===== src/rtl/fifo_fill_drain_ctrl_pkg.sv =====
// rtl/fifo_fill_drain_ctrl_pkg.sv - shared state encoding and default sizes for the fill/drain controller
package fifo_fill_drain_ctrl_pkg;

    localparam int DEFAULT_DATA_W = 8;
    localparam int DEFAULT_DEPTH  = 256;

    typedef enum logic [2:0] {
        ST_IDLE  = 3'd0,
        ST_CLR   = 3'd1,
        ST_FILL  = 3'd2,
        ST_DRAIN = 3'd3,
        ST_DONE  = 3'd4
    } state_t;

    // One extra bit so a counter can hold DEPTH itself.
    function automatic int cnt_width(input int depth);
        return $clog2(depth) + 1;
    endfunction

endpackage


===== src/rtl/fifo_fill_drain_ctrl_rd_checker.sv =====
// rtl/fifo_fill_drain_ctrl_rd_checker.sv - read-data checker: tracks returned words and flags mismatches
module fifo_rd_checker
    import fifo_fill_drain_ctrl_pkg::*;
#(
    parameter int DATA_W = DEFAULT_DATA_W,
    parameter int CW     = cnt_width(DEFAULT_DEPTH),
    parameter int SEED   = 0
) (
    input  logic              sys_clk,
    input  logic              sys_rst,
    input  logic              clr_cnt,
    input  logic              clr_err,
    input  logic              rd_req,
    input  logic [DATA_W-1:0] fifo_rd_data,
    output logic              rd_vld,
    output logic [CW-1:0]     chk_cnt,
    output logic              err
);

    logic [DATA_W-1:0] exp_data;

    assign exp_data = DATA_W'(SEED) + DATA_W'(chk_cnt);

    always_ff @(posedge sys_clk) begin
        if (sys_rst) begin
            rd_vld  <= 1'b0;
            chk_cnt <= '0;
            err     <= 1'b0;
        end else begin
            rd_vld <= rd_req;
            if (clr_cnt) begin
                chk_cnt <= '0;
            end else if (rd_vld) begin
                chk_cnt <= chk_cnt + CW'(1);
            end
            // Sticky until a fresh burst is launched from idle.
            if (clr_err) begin
                err <= 1'b0;
            end else if (rd_vld && (fifo_rd_data != exp_data)) begin
                err <= 1'b1;
            end
        end
    end

endmodule


===== src/rtl/fifo_fill_drain_ctrl.sv =====
// rtl/fifo_fill_drain_ctrl.sv - burst fill/drain controller: clears, fills, drains and checks an external FIFO
module fifo_fill_drain_ctrl
    import fifo_fill_drain_ctrl_pkg::*;
#(
    parameter int DATA_W   = DEFAULT_DATA_W,
    parameter int DEPTH    = DEFAULT_DEPTH,
    parameter int FILL_LEN = 256,
    parameter int SEED     = 0
) (
    input  logic              sys_clk,
    input  logic              sys_rst,
    input  logic              start,
    input  logic              stop,
    input  logic              loop_en,
    input  logic              fifo_full,
    input  logic              fifo_empty,
    input  logic [DATA_W-1:0] fifo_rd_data,
    output logic              fifo_sclr,
    output logic              wr_req,
    output logic              rd_req,
    output logic [DATA_W-1:0] wr_data,
    output logic              busy,
    output logic              done,
    output logic              err,
    output logic [15:0]       burst_cnt
);

    localparam int            CW  = cnt_width(DEPTH);
    localparam logic [CW-1:0] LEN = CW'(FILL_LEN);

    state_t        state;
    logic [CW-1:0] wr_cnt;
    logic [CW-1:0] rd_cnt;
    logic [CW-1:0] chk_cnt;
    logic          stop_pend;
    logic          from_idle;
    logic          rd_vld;
    logic          err_q;
    logic [15:0]   burst_q;
    logic          run;
    logic          wr_go;
    logic          rd_go;

    // Outputs are masked while reset is asserted so nothing leaks in the reset cycle.
    assign run   = !sys_rst;
    assign wr_go = run && (state == ST_FILL) && !fifo_full && (wr_cnt < LEN);
    assign rd_go = run && (state == ST_DRAIN) && !fifo_empty && (rd_cnt < wr_cnt);

    assign wr_req    = wr_go;
    assign rd_req    = rd_go;
    assign wr_data   = (run && state == ST_FILL) ? DATA_W'(SEED) + DATA_W'(wr_cnt) : '0;
    assign fifo_sclr = run && (state == ST_CLR);
    assign busy      = run && (state != ST_IDLE);
    assign done      = run && (state == ST_DONE);
    assign err       = run && err_q;
    assign burst_cnt = run ? burst_q : '0;

    always_ff @(posedge sys_clk) begin
        if (sys_rst) begin
            state     <= ST_IDLE;
            wr_cnt    <= '0;
            rd_cnt    <= '0;
            stop_pend <= 1'b0;
            from_idle <= 1'b0;
            burst_q   <= '0;
        end else begin
            case (state)
                ST_IDLE: begin
                    stop_pend <= 1'b0;
                    if (start && !stop) begin
                        state     <= ST_CLR;
                        from_idle <= 1'b1;
                    end
                end
                ST_CLR: begin
                    wr_cnt <= '0;
                    rd_cnt <= '0;
                    if (stop) begin
                        stop_pend <= 1'b1;
                    end
                    state <= ST_FILL;
                end
                ST_FILL: begin
                    if (wr_go) begin
                        wr_cnt <= wr_cnt + CW'(1);
                    end
                    // A write issued alongside stop still counts and will be drained.
                    if (stop) begin
                        stop_pend <= 1'b1;
                        state     <= ST_DRAIN;
                    end else if (wr_go && (wr_cnt == LEN - CW'(1))) begin
                        state <= ST_DRAIN;
                    end
                end
                ST_DRAIN: begin
                    if (rd_go) begin
                        rd_cnt <= rd_cnt + CW'(1);
                    end
                    if (stop) begin
                        stop_pend <= 1'b1;
                    end
                    if ((chk_cnt == wr_cnt) && !rd_vld) begin
                        state <= ST_DONE;
                    end
                end
                ST_DONE: begin
                    burst_q <= burst_q + 16'd1;
                    if (loop_en && !stop_pend && !stop) begin
                        state     <= ST_CLR;
                        from_idle <= 1'b0;
                    end else begin
                        state     <= ST_IDLE;
                        stop_pend <= 1'b0;
                    end
                end
                default: state <= ST_IDLE;
            endcase
        end
    end

    fifo_rd_checker #(
        .DATA_W (DATA_W),
        .CW     (CW),
        .SEED   (SEED)
    ) u_rd_checker (
        .sys_clk      (sys_clk),
        .sys_rst      (sys_rst),
        .clr_cnt      (state == ST_CLR),
        .clr_err      ((state == ST_CLR) && from_idle),
        .rd_req       (rd_go),
        .fifo_rd_data (fifo_rd_data),
        .rd_vld       (rd_vld),
        .chk_cnt      (chk_cnt),
        .err          (err_q)
    );

endmodule

===== config.mk =====
export PLATFORM = sky130hd
export DESIGN_NAME = fifo_fill_drain_ctrl
export DESIGN_NICKNAME = d
export VERILOG_FILES = /design/src/rtl/fifo_fill_drain_ctrl_pkg.sv /design/src/rtl/fifo_fill_drain_ctrl_rd_checker.sv /design/src/rtl/fifo_fill_drain_ctrl.sv
export SDC_FILE = /design/constraint.sdc
export NUM_CORES = 1
export LEC_CHECK = 0
export CORE_MARGIN = 10
export CORE_UTILIZATION = 41
export CTS_CLUSTER_DIAMETER = 100
export DETAILED_ROUTE_END_ITERATION = 7
export PLACE_DENSITY_LB_ADDON = 0.1
export SLEW_MARGIN = 20
export SYNTH_ARGS = -nofsm -noshare
export SYNTH_HDL_FRONTEND = slang
export SYNTH_SLANG_ARGS = --single-unit

===== constraint.sdc =====
create_clock -name sys_clk -period 3.25 [get_ports sys_clk]
set_clock_uncertainty 0.15 [all_clocks]
set_input_delay 0.325 -clock sys_clk [delete_from_list [all_inputs] [get_ports sys_clk]]
set_output_delay 0.325 -clock sys_clk [all_outputs]
set_load 0.02 [all_outputs]

==> flow_results.org <==
** Run status
- The run finished with clean final reports.

** Routing
- Number of iterations in the first detailed-routing pass :: 4
- The final route contains 2542 vias.
- After detailed routing, the number of vias per cell comes to 5.241.
- Once detail routing completed, the nets flagged for antenna violations numbered 0.
- DRC marker count from the first detailed-route iteration :: 116
- Mean routed wirelength per cell :: 14.40 um
- Detailed-route DRC error count :: 0
- Summed over all layers, the routed wires come to 6986 um.

** GRT
- Pin count of the biggest net entering global routing :: 46
- Summed over all layers, the global routing overflow is 0.
- Wire length of the first global-routing pass :: 12100 um
- In the global route stage, overall resource usage came out at 0.1296.
- Antenna violations before repair :: 0
- Via count of the first global-routing pass :: 2438

** Yosys
- Yosys mapped the design onto 47 distinct sky130hd cell types.
- Post-synthesis cell area :: 0.002897 sq mm
- Yosys printed 0 warnings.
- After synthesis the netlist holds a flip-flop and latch count of 50.
- The cell count after synthesis came out at 357.
- In the synthesized netlist the dominant register cell turns out to be sky130_fd_sc_hd__dfxtp_1.
- Synthesized area per cell :: 8.114 sq um
- Synth Net Count :: 385
- Async set or reset register ratio after synthesis :: 0
- Number of enable flip-flop cells after synthesis :: 0
- Share of synthesized area occupied by flip-flops and latches :: 0.3456

** Floorplanning
- The core region is 0.006832 sq mm.
- For this design the top-level I/O count stands at 45.
- In this run the core area contains 30 standard-cell rows.
- Die span in y :: 104.1 um
- The initial utilization of the core area, before any placement, comes to 0.4240.
- Die W :: 104.1 um
- The die covers 0.01083 sq mm.

** Clock network
- Post-CTS setup buffers :: 0
- Number of buffers inserted by hold repair at cts :: 0
- Root buffer cell :: sky130_fd_sc_hd__clkbuf_8
- Clock tree from TritonCTS :: yes
- Counting every sink on the clock net gives 50.
- Cts bufs inserted :: 5
- After clock tree synthesis, the clock-pin slew on the worst setup and hold paths is 0.10 ns.
- The longest clock path from root to sink contains 2 buffers.
- Once the clock tree was built, the resizer swapped 0 gates to a different size.
- At the later pin of the worst-skew pair, clock insertion delay measures 0.30 ns.
- H-tree Lvls :: 2

** Critical path
- Setup slack of the most critical reg-to-reg path :: 0.86 ns
- Family with the most delay on the worst path :: compound AO/OA/AOI/OAI gates
- STA classifies the critical path endpoint as an output port.
- The setup path with the least slack is of type reg2out.
- The slowest stage of the critical path is the sky130_fd_sc_hd__clkdlybuf4s50_1 cell.
- Worst EP arrival :: 2.62 ns
- CP Buf/Inv Count :: 2
- Largest stage delay on the critical path :: 0.68 ns
- In this run the worst path has a maximum fanout of 4.
- Required time worst endpoint :: 2.77 ns
- Cell breakdown of the critical path :: inv_1 > ha_1 > a211oi_1 > o211ai_1 > a211oi_2 > clkdlybuf4s50_1
- STA classifies the critical path startpoint as a flop.

** Timing
- Slew headroom :: 0.5708
- Slew at the pin closest to its max-slew limit :: 0.6439 ns
- Summed over all failing endpoints, the final setup total negative slack is 0 ns.
- Final critical-path setup slack :: 0.1576 ns
- Hold Violations, Final :: 0
- In the finished design, the share of the clock period the worst path needs comes to 0.9515.
- Crit path time final :: 3.092 ns
- Setup violations remaining at the end of the flow were counted as 0.
- Setup repair after global routing missed its margin :: no
- For this run, the top clock speed supported by timing is 323.4 MHz.
- The final number of max-transition violations came to 0.

** Finish
- Area occupied by multi-input gates :: 0.001753 sq mm
- Fill cells in the final layout number 696.
- Area growth from synthesis to layout :: 20.86%
- 0 antenna diodes ended up in the layout.
- Final #Nets :: 417
- The sequential cells in the finished layout cover a total of 0.001001 sq mm.
- Layout cells sized above 1 :: 0.04370

** Placement
- Routability congestion estimate :: 0.8763
- The count of buffers added on input and output ports is 44.
- Setup slack at placement :: 0.5026 ns
- The HPWL after detailed placement is 5282 um.

** Power
- For this design the ratio of total power to cell area is 332.0 mW/mm^2.
- Design Power :: 1.162 mW
- For this design the static power due to leakage is 1.212 nW.
- Worst ir drop on vdd :: 0.2088 mV

** Flow run
- Max-cap violations in this run came to 0.

** Worst hold path
- Hold WC Path Type :: in2reg
path summary, 6_finish.rpt:
| kind | startpoint | cells after the start | endpoint |
|---|---|---|---|
| max | wr_cnt[6] | 6 | rd_req |
| min | sys_rst | 2 | wr_cnt[1] |
| max reg2reg | wr_cnt[2] | 7 | rd_cnt[2] |
| min reg2reg | from_idle | 1 | u_rd_checker.err |
through the flow:
stage | area (sq um) | util | instances | hold WS (ns)
2_1_floorplan | 2897 | - | 357 | 0.2821
3_3_place_gp | 3388 | 0.4960 | 478 | 0.3084
3_5_place_dp | 3388 | 0.4960 | 478 | 0.3134
4_1_cts | 3501 | 0.5125 | 485 | 0.2493
5_1_grt | 3501 | 0.5125 | 485 | 0.3030
6_report | 3501 | 0.5125 | 485 | 0.2551
sequential cells by signal, summed over array words and instances (netlist names):
name / flops
u_rd_checker.chk_cnt: 9
state: 3
u_rd_checker.err: 1
stop_pend: 1
u_rd_checker.rd_vld: 1
rd_cnt: 9
burst_q: 16
wr_cnt: 9
from_idle: 1
logic make-up after synthesis:
family                     after synthesis  share of synthesized area
buffers and inverters                   35                    0.04924
xor gates and xnor gates                44                     0.1330
and+or+nand+nor                        172                     0.3171
AOI/OAI and AO/OA                       39                    0.08424
DFF                                     50                     0.3456
muxes                                    4                    0.01469
adders and majority gates               13                    0.05616
synth_stat cells (2+ instances only):
cell type / count / area share
sky130_fd_sc_hd__inv_1: 11 / 0.014
sky130_fd_sc_hd__nor3_1: 15 / 0.026
sky130_fd_sc_hd__nor4_1: 6 / 0.013
sky130_fd_sc_hd__nor3b_1: 3 / 0.0078
sky130_fd_sc_hd__nand2_1: 20 / 0.026
sky130_fd_sc_hd__o21ai_1: 8 / 0.014
sky130_fd_sc_hd__mux2_1: 2 / 0.0078
sky130_fd_sc_hd__buf_2: 3 / 0.0052
sky130_fd_sc_hd__nand4_1: 11 / 0.024
sky130_fd_sc_hd__and3_1: 4 / 0.0086
sky130_fd_sc_hd__dfxtp_1: 50 / 0.35
sky130_fd_sc_hd__xor2_1: 24 / 0.073
sky130_fd_sc_hd__nand3b_1: 2 / 0.0052
sky130_fd_sc_hd__nor2_1: 48 / 0.062
sky130_fd_sc_hd__and2_1: 3 / 0.0065
sky130_fd_sc_hd__a21oi_1: 9 / 0.016
sky130_fd_sc_hd__or4b_1: 2 / 0.0069
sky130_fd_sc_hd__and4_1: 4 / 0.012
sky130_fd_sc_hd__buf_1: 3 / 0.0039
sky130_fd_sc_hd__nand2b_1: 2 / 0.0043
sky130_fd_sc_hd__clkbuf_1: 17 / 0.022
sky130_fd_sc_hd__a211oi_1: 2 / 0.0052
sky130_fd_sc_hd__ha_1: 13 / 0.056
sky130_fd_sc_hd__nand3_1: 18 / 0.031
sky130_fd_sc_hd__mux2i_1: 2 / 0.0069
sky130_fd_sc_hd__or3_1: 2 / 0.0043
sky130_fd_sc_hd__or4_1: 6 / 0.016
sky130_fd_sc_hd__nor2b_1: 20 / 0.043
sky130_fd_sc_hd__xnor2_1: 20 / 0.060
sky130_fd_sc_hd__a31oi_1: 10 / 0.022
layout make-up:
type | instances | share of cell area
multi-input cells | 272 | 0.5007
flip-flops and latches | 50 | 0.2859
repair buffers | 49 | 0.1351
well taps | 96 | 0.03431
clock buffers | 6 | 0.02359
inverters | 11 | 0.01179
clock inverters | 1 | 0.008578
worst reg2reg max path, cell delays in order (launching register included):
cell	delay, ns
sky130_fd_sc_hd__dfxtp_1	0.47
sky130_fd_sc_hd__inv_1	0.11
sky130_fd_sc_hd__ha_1	0.32
sky130_fd_sc_hd__a21oi_1	0.16
sky130_fd_sc_hd__o21ai_2	0.10
sky130_fd_sc_hd__a21o_1	0.30
sky130_fd_sc_hd__or4b_1	0.55
sky130_fd_sc_hd__a31oi_1	0.17
cell usage in the layout, fill, tap and decap left out, types with 13 or more instances in the layout:
cell type | synthesis | final
sky130_fd_sc_hd__xor2_1 | 24 | 24
sky130_fd_sc_hd__nor2_1 | 48 | 48
sky130_fd_sc_hd__dfxtp_1 | 50 | 50
sky130_fd_sc_hd__nor2b_1 | 20 | 20
sky130_fd_sc_hd__nor3_1 | 15 | 15
sky130_fd_sc_hd__clkdlybuf4s50_1 | 0 | 43
sky130_fd_sc_hd__xnor2_1 | 20 | 20
sky130_fd_sc_hd__nand3_1 | 18 | 18
sky130_fd_sc_hd__ha_1 | 13 | 13
sky130_fd_sc_hd__nand2_1 | 20 | 20
power by group:
| part | internal [mW] | leakage, nW | switching (mW) |
|---|---|---|---|
| Sequential | 0.616 | 0.403 | 0.00780 |
| Clock | 0.247 | 0.0573 | 0.204 |
| Combinational | 0.0360 | 0.752 | 0.0514 |
per-layer routing:
layer | wire (um) | share of wire | up-vias | GRT usage
met1 | 3361 | 0.48 | 1198 | 0.1736
met5 | 0 | 0 | - | 0
li1 | - | - | 1299 | -
met2 | 3347 | 0.48 | 43 | 0.2090
met4 | 25 | 0.0036 | 0 | 0.02187
met3 | 252 | 0.036 | 2 | 0.02912
Power figures use the tool's default switching activity.
